[config.mk]
export PLATFORM = sky130hd
export DESIGN_NAME = mem_arbiter_flat
export DESIGN_NICKNAME = d
export VERILOG_FILES = /design/src/rtl/mem_arbiter_if.sv /design/src/rtl/mem_arbiter.sv /design/src/flat_wrapper.sv
export SDC_FILE = /design/constraint.sdc
export NUM_CORES = 1
export LEC_CHECK = 0
export ABC_AREA = 1
export CAP_MARGIN = 40
export CORE_ASPECT_RATIO = 1.2
export CORE_MARGIN = 3
export CORE_UTILIZATION = 35
export DETAILED_ROUTE_END_ITERATION = 16
export PLACE_DENSITY = 0.84
export SKIP_LAST_GASP = 1
export SLEW_MARGIN = 25
export SYNTH_ARGS = -nofsm -noshare
export SYNTH_HDL_FRONTEND = slang
export SYNTH_SLANG_ARGS = --single-unit
[constraint.sdc]
create_clock -name clk -period 4.9 [get_ports clk]
set_input_delay 0.735 -clock clk [delete_from_list [all_inputs] [get_ports clk]]
set_output_delay 0.735 -clock clk [all_outputs]
set_load 0.02 [all_outputs]
[src/rtl/mem_arbiter_if.sv]
// rtl/mem_arbiter_if.sv - bus bundle between the fetch/data requesters, the arbiter and the shared memory
//
// Purpose: groups every handshake and bus signal of mem_arbiter into one bundle.
// Ports (signals):
//   fetch   : i_req, i_addr[31:0]                 -> arbiter ; i_ready, i_rdata[31:0] <- arbiter
//   data    : d_req, d_we, d_addr, d_wdata[31:0]  -> arbiter ; d_ready, d_rdata[31:0] <- arbiter
//   memory  : mem_req, mem_we, mem_addr, mem_wdata <- arbiter ; mem_ready, mem_rdata    -> arbiter
//   status  : bus_err (timeout abort pulse), busy (transaction in flight) <- arbiter
// Modports: slave = arbiter view, master = environment view (requesters + memory).
interface mem_arbiter_if;
  logic        i_req;
  logic [31:0] i_addr;
  logic        i_ready;
  logic [31:0] i_rdata;

  logic        d_req;
  logic        d_we;
  logic [31:0] d_addr;
  logic [31:0] d_wdata;
  logic        d_ready;
  logic [31:0] d_rdata;

  logic        mem_req;
  logic        mem_we;
  logic [31:0] mem_addr;
  logic [31:0] mem_wdata;
  logic        mem_ready;
  logic [31:0] mem_rdata;

  logic        bus_err;
  logic        busy;

  modport slave (
    input  i_req, i_addr, d_req, d_we, d_addr, d_wdata, mem_ready, mem_rdata,
    output i_ready, i_rdata, d_ready, d_rdata,
    output mem_req, mem_we, mem_addr, mem_wdata, bus_err, busy
  );

  modport master (
    output i_req, i_addr, d_req, d_we, d_addr, d_wdata, mem_ready, mem_rdata,
    input  i_ready, i_rdata, d_ready, d_rdata,
    input  mem_req, mem_we, mem_addr, mem_wdata, bus_err, busy
  );
endinterface

[src/rtl/mem_arbiter.sv]
// rtl/mem_arbiter.sv - two-requester arbiter (fetch/data) onto one single-port memory with timeout
//
// Purpose: grants the shared memory to either the instruction-fetch or the data
// requester, one transaction at a time. Data wins ties unless fetch has been
// passed over STARVE_LIMIT times in a row. A transaction that sees no mem_ready
// for TIMEOUT busy cycles is completed with zero data and a bus_err pulse.
// Ports:
//   clk   : clock, all state updates on the rising edge
//   reset : synchronous, active-high
//   bus   : mem_arbiter_if.slave (fetch port, data port, memory port, bus_err, busy)
module mem_arbiter #(
  parameter int STARVE_LIMIT = 4,
  parameter int TIMEOUT      = 16
) (
  input  logic          clk,
  input  logic          reset,
  mem_arbiter_if.slave  bus
);

  localparam int SW = $clog2(STARVE_LIMIT + 1);
  localparam int TW = $clog2(TIMEOUT + 1);

  typedef enum logic [1:0] {
    IDLE   = 2'd0,
    BUSY_I = 2'd1,
    BUSY_D = 2'd2
  } state_t;

  state_t         state_q;
  logic [SW-1:0]  starve_cnt_q;
  logic [TW-1:0]  timer_q;
  logic [31:0]    mem_addr_q;
  logic [31:0]    mem_wdata_q;
  logic           mem_we_q;

  logic in_i;
  logic in_d;
  logic in_busy;
  logic timeout;
  logic done;
  logic starved;
  logic grant_i;
  logic grant_d;

  always_comb begin
    in_i    = (state_q == BUSY_I);
    in_d    = (state_q == BUSY_D);
    in_busy = in_i | in_d;
    // A real mem_ready in the last allowed cycle wins over the timeout.
    timeout = in_busy & ~bus.mem_ready & (timer_q == TW'(TIMEOUT - 1));
    done    = in_busy & (bus.mem_ready | timeout);
    starved = (starve_cnt_q == SW'(STARVE_LIMIT));
    grant_i = (state_q == IDLE) & bus.i_req & (~bus.d_req | starved);
    grant_d = (state_q == IDLE) & bus.d_req & ~grant_i;
  end

  always_ff @(posedge clk) begin
    if (reset) begin
      state_q      <= IDLE;
      starve_cnt_q <= '0;
      timer_q      <= '0;
      mem_addr_q   <= '0;
      mem_we_q     <= 1'b0;
      mem_wdata_q  <= '0;
    end else begin
      case (state_q)
        IDLE: begin
          if (grant_i) begin
            state_q      <= BUSY_I;
            mem_addr_q   <= bus.i_addr;
            mem_we_q     <= 1'b0;
            mem_wdata_q  <= '0;
            starve_cnt_q <= '0;
            timer_q      <= '0;
          end else if (grant_d) begin
            state_q     <= BUSY_D;
            mem_addr_q  <= bus.d_addr;
            mem_we_q    <= bus.d_we;
            mem_wdata_q <= bus.d_wdata;
            timer_q     <= '0;
            // Only grants that make a waiting fetch wait count toward starvation.
            if (bus.i_req && !starved) starve_cnt_q <= starve_cnt_q + SW'(1);
          end
        end
        BUSY_I, BUSY_D: begin
          if (done) state_q <= IDLE;
          else      timer_q <= timer_q + TW'(1);
        end
        default: state_q <= IDLE;
      endcase
    end
  end

  assign bus.mem_req   = in_busy;
  assign bus.busy      = in_busy;
  assign bus.mem_addr  = mem_addr_q;
  assign bus.mem_we    = mem_we_q;
  assign bus.mem_wdata = mem_wdata_q;
  assign bus.bus_err   = timeout;

  assign bus.i_ready = in_i & done;
  assign bus.d_ready = in_d & done;
  assign bus.i_rdata = timeout ? 32'h0 : bus.mem_rdata;
  assign bus.d_rdata = (timeout | mem_we_q) ? 32'h0 : bus.mem_rdata;

endmodule

[src/flat_wrapper.sv]
// flat-port wrapper written by rule: the top's interface ports become plain ports
module mem_arbiter_flat 
#(
  parameter int STARVE_LIMIT = 4,
  parameter int TIMEOUT      = 16
)
  (clk, reset, bus_i_req, bus_i_addr, bus_d_req, bus_d_we, bus_d_addr, bus_d_wdata, bus_mem_ready, bus_mem_rdata, bus_i_ready, bus_i_rdata, bus_d_ready, bus_d_rdata, bus_mem_req, bus_mem_we, bus_mem_addr, bus_mem_wdata, bus_bus_err, bus_busy);
  mem_arbiter_if bus_i ();
  input  logic clk;
  input  logic reset;
  input wire logic [$bits(bus_i.i_req)-1:0] bus_i_req;
  input wire logic [$bits(bus_i.i_addr)-1:0] bus_i_addr;
  input wire logic [$bits(bus_i.d_req)-1:0] bus_d_req;
  input wire logic [$bits(bus_i.d_we)-1:0] bus_d_we;
  input wire logic [$bits(bus_i.d_addr)-1:0] bus_d_addr;
  input wire logic [$bits(bus_i.d_wdata)-1:0] bus_d_wdata;
  input wire logic [$bits(bus_i.mem_ready)-1:0] bus_mem_ready;
  input wire logic [$bits(bus_i.mem_rdata)-1:0] bus_mem_rdata;
  output wire logic [$bits(bus_i.i_ready)-1:0] bus_i_ready;
  output wire logic [$bits(bus_i.i_rdata)-1:0] bus_i_rdata;
  output wire logic [$bits(bus_i.d_ready)-1:0] bus_d_ready;
  output wire logic [$bits(bus_i.d_rdata)-1:0] bus_d_rdata;
  output wire logic [$bits(bus_i.mem_req)-1:0] bus_mem_req;
  output wire logic [$bits(bus_i.mem_we)-1:0] bus_mem_we;
  output wire logic [$bits(bus_i.mem_addr)-1:0] bus_mem_addr;
  output wire logic [$bits(bus_i.mem_wdata)-1:0] bus_mem_wdata;
  output wire logic [$bits(bus_i.bus_err)-1:0] bus_bus_err;
  output wire logic [$bits(bus_i.busy)-1:0] bus_busy;
  assign bus_i.i_req = bus_i_req;
  assign bus_i.i_addr = bus_i_addr;
  assign bus_i.d_req = bus_d_req;
  assign bus_i.d_we = bus_d_we;
  assign bus_i.d_addr = bus_d_addr;
  assign bus_i.d_wdata = bus_d_wdata;
  assign bus_i.mem_ready = bus_mem_ready;
  assign bus_i.mem_rdata = bus_mem_rdata;
  assign bus_i_ready = bus_i.i_ready;
  assign bus_i_rdata = bus_i.i_rdata;
  assign bus_d_ready = bus_i.d_ready;
  assign bus_d_rdata = bus_i.d_rdata;
  assign bus_mem_req = bus_i.mem_req;
  assign bus_mem_we = bus_i.mem_we;
  assign bus_mem_addr = bus_i.mem_addr;
  assign bus_mem_wdata = bus_i.mem_wdata;
  assign bus_bus_err = bus_i.bus_err;
  assign bus_busy = bus_i.busy;
  mem_arbiter #(.STARVE_LIMIT(STARVE_LIMIT), .TIMEOUT(TIMEOUT)) u_core (.clk(clk), .reset(reset), .bus(bus_i));
endmodule
==> results of run 1 <==
## metrics by stage
stage	power, mW	utilization, %	setup slack (ns)	cell area, um2	hold slack, ns
floorplan	1.05	-	2.29	3630	0.441
CTS	2.10	66.0	1.15	6640	0.479
detailed placement	1.40	63.0	1.29	6330	0.472
global placement	1.38	62.6	1.38	6300	0.455
finish	2.08	66.0	1.16	6640	0.480
global route	2.17	66.0	0.949	6640	0.496
## state kept, by name, indices dropped and copies added, names as in the netlist
signal                flops
u_core.state_q            2
u_core.bus.mem_we         1
u_core.bus.mem_addr      32
u_core.timer_q            5
u_core.starve_cnt_q       3
u_core.bus.mem_wdata     32
## placed cells by master (no fill, tap or decap), types with 2 or more instances in the layout
cell type / instances
a31oi_1: 32
clkinv_2: 2
inv_2: 3
a21oi_1: 35
nand3_1: 90
dfxtp_1: 75
clkdlybuf4s50_1: 267
nand4_1: 5
bufinv_16: 2
o21ai_0: 44
clkbuf_16: 9
inv_1: 47
clkbuf_1: 2
nor2_1: 84
nand2_1: 55
ha_1: 8
buf_4: 6
## layout make-up
class | instances | area (um2) | area share (%)
clock buffer | 11 | 233 | 3.50
clock inverter | 5 | 77.6 | 1.17
inverter | 50 | 188 | 2.82
multi-input combinational | 359 | 1740 | 26.2
sequential | 75 | 1500 | 22.6
tap | 126 | 158 | 2.37
timing repair buffer | 274 | 2750 | 41.3
## tightest hold or removal path: stages, from the launching register on
cell and delay, ns:
dfxtp_1 0.31, nand2_1 0.06, a21oi_1 0.06
## cell families (layout without fill, tap and decap cells)
kind of cell / count (synthesis) / in the layout / synth area share [%]
AO/OA/AOI/OAI: 112 / 112 / 16.5
XOR/XNOR: 1 / 1 / 0.241
adder cells (fa/ha/maj): 8 / 8 / 2.76
buffers and inverters: 94 / 340 / 11.0
flip-flops: 75 / 75 / 41.3
AND/OR/NAND/NOR: 238 / 238 / 28.1
## final timing paths
kind / slack, ns / depth (start not counted) / end / from
max: 1.16 / 10 / bus_d_rdata[15] / u_core.state_q[0]$_SDFFE_PP0P_
min: 0.48 / 2 / u_core.timer_q[4]$_SDFFE_PP0P_ / u_core.timer_q[4]$_SDFFE_PP0P_
max reg2reg: 2.30 / 8 / u_core.bus.mem_wdata[15]$_SDFFE_PP0P_ / u_core.state_q[0]$_SDFFE_PP0P_
min reg2reg: 0.48 / 2 / u_core.timer_q[4]$_SDFFE_PP0P_ / u_core.timer_q[4]$_SDFFE_PP0P_
## metal layers
layer	vias up	track usage, %	share of wire, %
met4	0	10.5	2.5
li1	2235	-	-
met1	2086	25.0	37
met5	-	0	0
met2	239	40.8	50
met3	25	7.88	11
## where the power goes
part           switching (mW)  internal [mW]  leakage, nW  total (mW)
clock                   0.247          0.444        0.150       0.692
combinational           0.353          0.325         1.92       0.678
sequential             0.0339          0.674        0.620       0.708
==> results.py, run 1 <==
metrics = {
    "status": {
        "status": "complete, no violations",
    },
    "placed_design": {
        "io_buffer_count": 267,
        "placed_cells": 884,
        "gp_congestion": 0.937,
        "hpwlAfterDp_um": 10800,
    },
    "layout": {
        "fill_cells": 848,
        "n_antenna_cell": 0,
        "syn_to_final_growth_pct": 82.9,
        "drive_gt1_share_pct": 3.36,
        "nNetsFinal": 911,
        "stdcell_count": 900,
    },
    "logic_synthesis": {
        "syn_area_um2": 3630,
        "synth_seq_cells": 75,
        "ys_types": 19,
        "synth_area_leaders": "dfxtp_1 (41%), nand3_1 (12%), nor2_1 (8.7%), o21ai_0 (6.1%), nand2_1 (5.9%)",
        "avgSynthCellArea_um2": 6.88,
        "ys.flop_type": "dfxtp_1",
        "synth_common_cells": "nand3_1 (90), nor2_1 (84), dfxtp_1 (75)",
        "yosysTopAreaCell": "dfxtp_1",
        "syn_nets": 670,
        "async_flop_share_pct": 0,
        "synth_edf_count": 0,
        "seq_area_frac_synth_pct": 41.3,
        "yosys_warnings": 0,
        "synthCells": 528,
        "synth_most_common_cell": "nand3_1",
        "yosysTopAreaCellShare_pct": 41.3,
    },
    "detailed_routing": {
        "wl_per_cell_um": 15.7,
        "route.detailed.drc": 0,
        "drtIter0Drc": 185,
        "vias_per_cell": 5.09,
        "drt-total-wl_um": 14200,
        "drtPass1Iterations": 7,
        "postRouteAntennaNets": 0,
        "vias": 4585,
    },
    "sta": {
        "setup_viol": 0,
        "min_period_ns": 3.74,
        "max_slew_margin_pct": 54.4,
        "fin_worst_skew_ns": 0.00564,
        "fmax_ghz": 0.267,
        "drv_slew": 0,
        "finalHoldViolCount": 0,
        "tightest_slew_ns": 0.685,
        "setup_tns_ns": 0,
        "grt_setup_unrepaired": "false",
        "fin_crit_sh_pct": 76.4,
    },
    "global_route": {
        "grt_max_degree": 68,
        "grt_antenna_before_repair": 0,
        "grt_pass1_vias": 4464,
        "grt_pass1_wl_um": 22000,
        "grt.total_usage_pct": 23.3,
        "gr-total-overflow": 0,
    },
    "clock_tree": {
        "clockRootBuffer": "clkbuf_16",
        "cts-buffers-inserted": 9,
        "clock_path_buffers": 2,
        "cts_tree": "built",
        "htree_levels": 3,
        "clock_sinks": 75,
        "clk_pin_slew_ns": 0.06,
        "ctsHoldBuffers": 0,
        "clkLatencyLatePin_ns": 0.33,
        "post_cts_buffers": 0,
        "ctsResizeCount": 0,
    },
    "setup_path": {
        "path_cells": "inv_1 > ha_1 > inv_2 > nor2_1 > nand2_1 > inv_2 > or2_1 > buf_4 > nor2_1 > clkdlybuf4s50_1",
        "crit_fanout": 34,
        "critPathMaxStageDelay_ns": 0.55,
        "crit_buf_inv": 5,
        "crit_type": "flop to output port",
        "worstPathArrival_ns": 3.01,
        "critical_path_required_ns": 4.16,
        "slowest_stage": "clkdlybuf4s50_1",
        "critical_path.endpoint_type": "output port",
        "start_kind": "flop",
        "worst_path_dominant_cell_family": "buffers and inverters",
    },
    "power": {
        "power.density_nw_per_um2": 313,
        "ir_drop_mv": 0.267,
        "power_leakage_nw": 2.69,
    },
    "hold_path": {
        "hold_class": "flop to flop",
    },
    "die": {
        "std_cell_rows": 40,
        "dieArea_um2": 11600,
        "die_y_um": 118,
        "start_util_pct": 36.1,
        "die_w_um": 99.0,
        "design.core.area_um2": 10100,
        "io_pins": 268,
    },
    "flow_run": {
        "cap_violations": 0,
    },
}
(Power assumes the default switching activity.)
==> inputs of run 2 (changes only) <==
==> constraint.sdc (replaced) <==
create_clock -name clk -period 3.57 [get_ports clk]
set_input_delay 0.5355 -clock clk [delete_from_list [all_inputs] [get_ports clk]]
set_output_delay 0.5355 -clock clk [all_outputs]
set_load 0.02 [all_outputs]
==> results.py, run 2 (synthesis results as in run 1) <==
metrics = {
    "sta": {
        "setup_ws_ns": 0.342,
        "min_period_ns": 3.23,
        "max_slew_margin_pct": 57.4,
        "fin_worst_skew_ns": 0.00751,
        "drv_slew": 0,
        "setup_tns_ns": 0,
        "fmax_ghz": 0.310,
        "tightest_slew_ns": 0.637,
        "fin_crit_sh_pct": 90.4,
        "setup_viol": 0,
        "grt_setup_unrepaired": "false",
        "finalHoldViolCount": 0,
    },
    "setup_path": {
        "crit_fanout": 24,
        "critical_path.endpoint_type": "output port",
        "r2r_slack_ns": 1.47,
        "r2r_end": "u_core.bus.mem_addr[12]$_SDFFE_PP0P_",
        "slowest_stage": "clkdlybuf4s50_1",
        "crit_type": "flop to output port",
        "path_cells": "inv_1 > ha_1 > inv_2 > nor2_1 > nand2_1 > inv_2 > or2_1 > buf_8 > nor2_1 > clkdlybuf4s50_1",
        "crit_start": "u_core.state_q[0]$_SDFFE_PP0P_",
        "rr_startpoint": "u_core.state_q[0]$_SDFFE_PP0P_",
        "critical_path_required_ns": 3.03,
        "worstPathArrival_ns": 2.69,
        "rr_worst_depth": 7,
        "crit_end": "bus_d_rdata[21]",
        "start_kind": "flop",
        "critPathMaxStageDelay_ns": 0.61,
    },
    "clock_tree": {
        "htree_levels": 3,
        "ctsResizeCount": 0,
        "cts-buffers-inserted": 9,
        "clockRootBuffer": "clkbuf_16",
        "clock_path_buffers": 2,
        "clkLatencyLatePin_ns": 0.33,
        "post_cts_buffers": 0,
        "clock_sinks": 75,
        "cts_tree": "built",
        "ctsHoldBuffers": 0,
        "clk_pin_slew_ns": 0.06,
    },
    "placed_design": {
        "place_ws_ns": 0.381,
        "hpwlAfterDp_um": 10900,
        "gp_congestion": 0.876,
        "placed_area_um2": 6360,
        "placed_cells": 886,
        "io_buffer_count": 267,
    },
    "detailed_routing": {
        "vias": 4561,
        "drtIter0Drc": 191,
        "wl_per_cell_um": 15.7,
        "route.detailed.drc": 0,
        "drtPass1Iterations": 7,
        "postRouteAntennaNets": 0,
        "drt-total-wl_um": 14200,
        "vias_per_cell": 5.05,
    },
    "status": {
        "status": "complete, no violations",
    },
    "layout": {
        "nNetsFinal": 914,
        "final_common_cell": "clkdlybuf4s50_1",
        "finalInstanceArea_um2": 6710,
        "syn_to_final_growth_pct": 84.7,
        "drive_gt1_share_pct": 3.99,
        "n_antenna_cell": 0,
        "fill_cells": 826,
        "stdcell_count": 903,
        "mostFrequentLayoutCells": "clkdlybuf4s50_1 (267), nand3_1 (90), nor2_1 (84)",
    },
    "die": {
        "dieArea_um2": 11600,
        "design.core.area_um2": 10100,
        "die_y_um": 118,
        "std_cell_rows": 40,
        "start_util_pct": 36.1,
        "io_pins": 268,
        "die_w_um": 99.0,
    },
    "power": {
        "power.density_nw_per_um2": 434,
        "power_leakage_nw": 2.71,
        "ir_drop_mv": 0.306,
    },
    "global_route": {
        "grt_pass1_wl_um": 21900,
        "grt_pass1_vias": 4466,
        "grt.total_usage_pct": 23.2,
        "gr-total-overflow": 0,
        "grt_max_degree": 66,
        "grt_antenna_before_repair": 0,
    },
    "hold_path": {
        "hold_class": "flop to flop",
    },
    "flow_run": {
        "cap_violations": 0,
    },
}
==> run 2: routing by layer <==
| layer | share of wire, % | wire, um | GRT usage (%) | up-vias |
|---|---|---|---|---|
| met5 | 0 | 0 | 0 | - |
| met4 | 1.6 | 231 | 7.34 | 0 |
| met3 | 11 | 1580 | 8.18 | 18 |
| met2 | 52 | 7300 | 42.4 | 249 |
| met1 | 36 | 5050 | 24.4 | 2053 |
| li1 | - | - | - | 2241 |
==> run 2: cell type report <==
| cell class | count | area [um2] | area share, % |
|---|---|---|---|
| timing repair buffer | 277 | 2790 | 41.6 |
| sequential | 75 | 1500 | 22.4 |
| inverter | 50 | 188 | 2.80 |
| tap | 126 | 158 | 2.35 |
| clock buffer | 11 | 253 | 3.77 |
| clock inverter | 5 | 83.8 | 1.25 |
| multi-input combinational | 359 | 1740 | 25.9 |
==> run 2: how the worst min path moves through the flow <==
| stage | slack [ns] | endpoint | cells after the start | startpoint |
|---|---|---|---|---|
| 4_1_cts | 0.47 | u_core.timer_q[4]$_SDFFE_PP0P_ | 2 | u_core.timer_q[4]$_SDFFE_PP0P_ |
| 6_report | 0.47 | u_core.timer_q[4]$_SDFFE_PP0P_ | 2 | u_core.timer_q[4]$_SDFFE_PP0P_ |
| 3_5_place_dp | 0.46 | u_core.timer_q[4]$_SDFFE_PP0P_ | 2 | u_core.timer_q[4]$_SDFFE_PP0P_ |
| 2_1_floorplan | 0.44 | u_core.timer_q[4]$_SDFFE_PP0P_ | 2 | u_core.timer_q[4]$_SDFFE_PP0P_ |
| 5_1_grt | 0.50 | u_core.bus.mem_wdata[14]$_SDFFE_PP0P_ | 2 | u_core.bus.mem_wdata[14]$_SDFFE_PP0P_ |
| 3_3_place_gp | 0.45 | u_core.timer_q[4]$_SDFFE_PP0P_ | 2 | u_core.timer_q[4]$_SDFFE_PP0P_ |
==> run 2: report_power, final <==
part,switching (mW),total [mW],leakage (nW),internal [mW]
Sequential,0.0474,0.972,0.620,0.925
Combinational,0.485,0.939,1.93,0.454
Clock,0.350,1.00,0.158,0.652
==> run 2: stage by stage <==
stage	hold slack (ns)	util (%)	power (mW)
2_1_floorplan	0.441	-	1.44
3_3_place_gp	0.453	63.0	1.90
3_5_place_dp	0.460	63.2	1.93
4_1_cts	0.468	66.5	2.93
5_1_grt	0.500	66.7	3.04
6_report	0.472	66.7	2.91
==> run 2: worst max-delay path: cells and delay by family, from the launching register on <==
kind	cells	cell delay [ns]
DFF	1	0.38
and+or+nand+nor	4	0.53
buffers and inverters	5	1.04
adders and majority gates	1	0.40
==> inputs of run 3 (changes only) <==
--- a/config.mk
+++ b/config.mk
@@ -12,7 +12,6 @@
 export CORE_UTILIZATION = 35
 export DETAILED_ROUTE_END_ITERATION = 16
 export PLACE_DENSITY = 0.84
-export SKIP_LAST_GASP = 1
 export SLEW_MARGIN = 25
 export SYNTH_ARGS = -nofsm -noshare
 export SYNTH_HDL_FRONTEND = slang
==> results of run 3 <==
Same layout as run 2: the final DEF is identical, and so are final timing and power.
